File: src/rtl/hilo_muldiv.sv
`default_nettype none
// ============================================================================
// Module   : hilo_muldiv
// Brief    : Iterative multiply/divide unit owning the HI/LO registers.
//            MULT/MULTU/DIV/DIVU run one iteration per cycle on unsigned
//            magnitudes with a final sign-fix cycle. MTHI/MTLO write in one
//            cycle. busy/done give the pipeline its stall handshake.
// Revision : 1.0 - initial release
// ============================================================================
module hilo_muldiv #(
  parameter int WIDTH = 32
) (
  input  logic             clk,
  input  logic             rst_n,
  input  logic             start,
  input  logic [2:0]       op,
  input  logic [WIDTH-1:0] rs_val,
  input  logic [WIDTH-1:0] rt_val,
  output logic             busy,
  output logic             done,
  output logic [WIDTH-1:0] hi,
  output logic [WIDTH-1:0] lo
);

  localparam int            CW        = $clog2(WIDTH);
  localparam logic [CW-1:0] C_LAST    = CW'(WIDTH - 1);
  localparam logic [2:0]    C_OP_MTHI = 3'b100;
  localparam logic [2:0]    C_OP_MTLO = 3'b101;

  typedef enum logic [1:0] {
    S_IDLE = 2'd0,
    S_RUN  = 2'd1,
    S_FIX  = 2'd2
  } state_t;

  state_t             r_state;
  state_t             w_state_next;
  logic               w_accept;
  logic               w_mthi;
  logic               w_mtlo;

  logic [CW-1:0]      r_count;
  logic [WIDTH-1:0]   r_m;        // multiplicand (mul) or divisor (div)
  logic [2*WIDTH-1:0] r_acc;      // mul: product:multiplier, div: rem:quotient
  logic               r_is_div;
  logic               r_neg_lo;   // negate product (mul) or quotient (div)
  logic               r_neg_hi;   // negate remainder (div only)

  // Operand conditioning: signed ops (op[0]==0) work on magnitudes
  logic               w_signed;
  logic               w_rs_neg;
  logic               w_rt_neg;
  logic [WIDTH-1:0]   w_rs_mag;
  logic [WIDTH-1:0]   w_rt_mag;
  logic               w_rt_zero;

  assign w_signed  = ~op[0];
  assign w_rs_neg  = w_signed & rs_val[WIDTH-1];
  assign w_rt_neg  = w_signed & rt_val[WIDTH-1];
  assign w_rs_mag  = w_rs_neg ? -rs_val : rs_val;
  assign w_rt_mag  = w_rt_neg ? -rt_val : rt_val;
  assign w_rt_zero = (rt_val == '0);

  // One shift-add multiply step: add multiplicand into the upper half when
  // the current multiplier bit is set, then shift the whole accumulator right.
  logic [WIDTH:0]     w_mul_sum;
  logic [2*WIDTH-1:0] w_mul_next;

  assign w_mul_sum  = {1'b0, r_acc[2*WIDTH-1:WIDTH]} + (r_acc[0] ? {1'b0, r_m} : '0);
  assign w_mul_next = {w_mul_sum, r_acc[WIDTH-1:1]};

  // One restoring divide step: shift the next dividend bit into the
  // remainder, keep the difference only when it does not go negative.
  logic [WIDTH:0]     w_div_shift;
  logic [WIDTH:0]     w_div_diff;
  logic [2*WIDTH-1:0] w_div_next;

  assign w_div_shift = r_acc[2*WIDTH-1:WIDTH-1];
  assign w_div_diff  = w_div_shift - {1'b0, r_m};
  assign w_div_next  = w_div_diff[WIDTH]
                     ? {w_div_shift[WIDTH-1:0], r_acc[WIDTH-2:0], 1'b0}
                     : {w_div_diff[WIDTH-1:0],  r_acc[WIDTH-2:0], 1'b1};

  // Sign-corrected results presented during the FIX cycle
  logic [2*WIDTH-1:0] w_prod;
  logic [WIDTH-1:0]   w_quo;
  logic [WIDTH-1:0]   w_rem;

  assign w_prod = r_neg_lo ? -r_acc : r_acc;
  assign w_quo  = r_neg_lo ? -r_acc[WIDTH-1:0] : r_acc[WIDTH-1:0];
  assign w_rem  = r_neg_hi ? -r_acc[2*WIDTH-1:WIDTH] : r_acc[2*WIDTH-1:WIDTH];

  // Next-state logic and request decode; starts are only honoured in IDLE
  always_comb begin
    w_state_next = r_state;
    w_accept     = 1'b0;
    w_mthi       = 1'b0;
    w_mtlo       = 1'b0;
    case (r_state)
      S_IDLE: begin
        if (start) begin
          if (!op[2]) begin
            w_accept     = 1'b1;
            w_state_next = S_RUN;
          end else if (op == C_OP_MTHI) begin
            w_mthi = 1'b1;
          end else if (op == C_OP_MTLO) begin
            w_mtlo = 1'b1;
          end
        end
      end
      S_RUN: begin
        if (r_count == C_LAST) begin
          w_state_next = S_FIX;
        end
      end
      S_FIX: begin
        w_state_next = S_IDLE;
      end
      default: begin
        w_state_next = S_IDLE;
      end
    endcase
  end

  // State register
  always_ff @(posedge clk or negedge rst_n) begin
    if (!rst_n) begin
      r_state <= S_IDLE;
    end else begin
      r_state <= w_state_next;
    end
  end

  // Iterative datapath: operand latch on accept, one step per RUN cycle.
  // Divide by zero is run unsigned on the raw dividend so the natural
  // result (remainder = dividend, quotient = all ones) needs no fixup.
  always_ff @(posedge clk or negedge rst_n) begin
    if (!rst_n) begin
      r_count  <= '0;
      r_m      <= '0;
      r_acc    <= '0;
      r_is_div <= 1'b0;
      r_neg_lo <= 1'b0;
      r_neg_hi <= 1'b0;
    end else if (w_accept) begin
      r_count  <= '0;
      r_is_div <= op[1];
      if (op[1]) begin
        if (w_rt_zero) begin
          r_m      <= '0;
          r_acc    <= {{WIDTH{1'b0}}, rs_val};
          r_neg_lo <= 1'b0;
          r_neg_hi <= 1'b0;
        end else begin
          r_m      <= w_rt_mag;
          r_acc    <= {{WIDTH{1'b0}}, w_rs_mag};
          r_neg_lo <= w_rs_neg ^ w_rt_neg;
          r_neg_hi <= w_rs_neg;
        end
      end else begin
        r_m      <= w_rs_mag;
        r_acc    <= {{WIDTH{1'b0}}, w_rt_mag};
        r_neg_lo <= w_rs_neg ^ w_rt_neg;
        r_neg_hi <= 1'b0;
      end
    end else if (r_state == S_RUN) begin
      r_count <= r_count + CW'(1);
      r_acc   <= r_is_div ? w_div_next : w_mul_next;
    end
  end

  // HI/LO registers and the busy/done handshake
  always_ff @(posedge clk or negedge rst_n) begin
    if (!rst_n) begin
      hi   <= '0;
      lo   <= '0;
      busy <= 1'b0;
      done <= 1'b0;
    end else begin
      done <= (r_state == S_FIX);
      if (w_accept) begin
        busy <= 1'b1;
      end else if (r_state == S_FIX) begin
        busy <= 1'b0;
      end
      if (w_mthi) begin
        hi <= rs_val;
      end else if (r_state == S_FIX) begin
        hi <= r_is_div ? w_rem : w_prod[2*WIDTH-1:WIDTH];
      end
      if (w_mtlo) begin
        lo <= rs_val;
      end else if (r_state == S_FIX) begin
        lo <= r_is_div ? w_quo : w_prod[WIDTH-1:0];
      end
    end
  end

endmodule
`default_nettype wire
File: config.mk
export PLATFORM = sky130hd
export DESIGN_NAME = hilo_muldiv
export DESIGN_NICKNAME = d
export VERILOG_FILES = /design/src/rtl/hilo_muldiv.sv
export SDC_FILE = /design/constraint.sdc
export NUM_CORES = 1
export LEC_CHECK = 0
export ABC_AREA = 0
export BUFFER_PORTS_ARGS = -buffer_cell sky130_fd_sc_hd__clkbuf_2
export CORE_ASPECT_RATIO = 1.75
export CORE_MARGIN = 1.5
export CORE_UTILIZATION = 35
export DETAILED_ROUTE_END_ITERATION = 12
export GPL_ROUTABILITY_DRIVEN = 0
export HOLD_SLACK_MARGIN = 0.15
export PLACE_DENSITY_LB_ADDON = 0.08
export SYNTH_ARGS = -nofsm -noshare
export SYNTH_HDL_FRONTEND = slang
export SYNTH_SLANG_ARGS = --single-unit
File: constraint.sdc
create_clock -name clk -period 3.3 [get_ports clk]
set_input_delay 0.33 -clock clk [delete_from_list [all_inputs] [get_ports clk]]
set_output_delay 0.33 -clock clk [all_outputs]
set_load 0.1 [all_outputs]
==> metrics <==
synthesized area 0.0146 mm²; post-route insts no fill 2698; area of the multi-input gates 0.0100 mm²; Ant. Diodes 0; final hold vios 0; Worst slew margin 37.1%; crit path launch type flop; vias per std cell 5.52; first-pass GRT wire length 85.6 mm; #FFs+latches synth 172; PD cells 1290 mW/mm²; drt first pass iters 5; Netlist cell types 66; vias in the first global route 14900; RSZ-0062 raised after global routing true; initial antenna violation count 0; cell mode on critical path buf_12; worst setup margin -0.0374 ns; Post-DP HPWL 43.1 mm; vias 14900; Slew Limit Fails 0; clock skew 0.0129 ns; syn_nets 1986; max incr delay on CP 0.40 ns; compound-cell area share of the yosys netlist 26.8%; initial DRC count 776; top cell type's share of synthesized area 29.4%; Core ar. 0.0411 mm²; Final setup violation count 3; WP buf/inv 4; Reg2Reg Launch Point r_m[0]; Reg area 0.00431 mm²; xor/xnor share of the synthesized area 11.1%; Post-synth EDFFs 0; wire per inst 20.7 µm; status finished, violations left; H-tree depth 4; WL final 56.0 mm; Final Core Density 45.4%; Residual DRC 0; worst vdd ir 0.570 mV; largest family of logic cells by synthesized area compound AO/OA/AOI/OAI gates; crit path from r_m[0]; CP required 3.65 ns; syn avg cell area 7.93 µm²; Fmax 0.300 GHz; Die ar. 0.0431 mm²; critical path depth 17; WHS Path Cells 3; Slowest cell on crit path dfrtp_1; Hold WC Path Type in2reg; Placed Cells 2648; largest net degree at the start of global routing 126; fin crit period 3.34 ns; Layout area overhead 27.6%; Main synth FF type dfrtp_1; sequential share of the synthesized area 29.4%; largest area contributor in the netlist dfrtp_1; min-delay src rs_val[19]; post-synthesis mux area share 4.42%; TritonCTS Buffers 17; simple-gate share of the synthesized area 17.1%; ratio of cells with drive above 1 in the final layout 24.2%; Final #Nets 2277; Die W 158 µm; CP max FO 7; synth top area cells dfrtp_1, o21ai_0, ha_1, xnor2_1, xor2_1; measured slew at the worst slew-check pin 0.944 ns; Initial Util 35.6%; CTS sink count 172; DIE HEIGHT 273 µm; static leakage 0.00843 µW; period utilization 101%; Syn Inst Count 1844; CTS tree built; R2R depth 17; CP Cell Sequence buf_6, ha_4, fa_2, nand2b_4, a21oi_4, o21ai_2, o31ai_2, or2_4, a211oi_4, o31ai_1, buf_4, xor2_4, buf_12, buf_12, mux2i_1, a21oi_1, a21o_1; CP top delay family compound AO/OA/AOI/OAI gates; CP Class reg2reg; max-cap check violation count 0; gr usage total 26.3%; YS warnings 0; total gr overflow 0; Clock Latency Late Sink 0.46 ns; number of fillers in the final layout 4147; FFs w/ async S/R, synth 100%; CTS Buffer Depth 2; Crit. End Element flop; violated checks setup timing; Data arrival, critical path 3.69 ns; synthesized-area fraction occupied by adder cells 6.26%; IO Port Bufs 135; Clock transition at path regs 0.07 ns; Final ANT Viol Nets 0; clock root buffer clkbuf_16; IO Count 136; cell row count 98
==> timing repair <==
action                                  CTS  global route
hold buffers                              1             0
resized for setup                        50            76
endpoints found under the hold margin    86             0
pin swaps                                13            23
buffers inserted                         11             7
endpoints found under the setup margin   35            58
gates cloned                              2             0
==> state kept, by name, indices dropped and copies added, names as in the netlist, 2 cells and up <==
name / flops
r_state: 2
r_count: 5
r_m: 32
r_acc: 64
hi: 32
lo: 32
==> area by class of cell <==
| class | count | area share (%) |
|---|---|---|
| well taps | 550 | 3.69 |
| repair buffers | 398 | 15.3 |
| inverters | 52 | 1.06 |
| multi-input cells | 1494 | 53.7 |
| clock inverters | 12 | 0.738 |
| clock buffers | 20 | 2.45 |
| flip-flops and latches | 172 | 23.1 |
==> Yosys cell counts (all sizes together) (32+ instances only) <==
cell and number:
mux2i 59, xor2 92, ha 70, clkbuf 104, nor2 162, a21oi 141
a21o 33, o21ai 248, xnor2 94, nand2 162, a22oi 82, dfrtp 172
inv 52, nor3 32
==> final timing paths <==
path                             end  slack (ns)
min in group asynchronous      lo[7]        0.52
min                           lo[19]        0.24
max                        r_acc[38]       -0.04
max in group asynchronous   r_is_div        1.94
min reg2reg                  r_m[17]        0.49
max reg2reg                r_acc[38]       -0.04
==> metrics by stage <==
step	cell area [µm²]	hold WS, ns	total power [µW]	setup TNS, ns	setup WS, ns
after global routing	18700	0.228	25800	-1.85	-0.159
after floorplan	14600	0.0344	14900	0	0.00163
after detailed placement	17500	0.477	20300	-6.92	-0.336
after global placement	17500	0.468	20200	-6.33	-0.355
final	18700	0.242	24100	-0.0430	-0.0374
after CTS	18400	0.214	23600	-2.47	-0.187
==> layout by cell type, fill, tap and decap left out, drive strengths merged, types with 15 or more instances in the layout <==
cell type,instances
buf,263
o21ai,248
dfrtp,172
nand2,162
nor2,162
clkbuf,154
a21oi,141
xnor2,94
xor2,92
a22oi,82
ha,70
mux2i,59
inv,54
a21o,33
nor3,32
o211ai,27
or3,27
o31ai,24
nand3,23
nand2b,22
nor2b,17
and3,16
nor4,15
==> kinds of logic (layout without fill, tap and decap cells) <==
family | Yosys count | count (layout)
adders and majority gates | 72 | 72
muxes | 64 | 64
DFF | 172 | 172
AOI/OAI and AO/OA | 645 | 645
buffers and inverters | 178 | 482
and+or+nand+nor | 527 | 527
xor gates and xnor gates | 186 | 186
==> metal layers <==
layer / share of wire, % / global-route usage, %
met1: 40 / 29.6
met2: 54 / 50.1
met3: 2.9 / 1.88
met4: 3.8 / 10.8
met5: 0 / 0
==> where the power goes <==
| part | total [µW] | internal, µW | switching [µW] |
|---|---|---|---|
| Combinational | 17800 | 7270 | 10600 |
| Clock | 2140 | 1160 | 980 |
| Sequential | 4100 | 3130 | 968 |
==> tightest hold or removal path: stages <==
cell      delay (ns)
clkbuf_2        0.16
a22oi_1         0.10
o21ai_0         0.06
(Power assumes the default switching activity.)
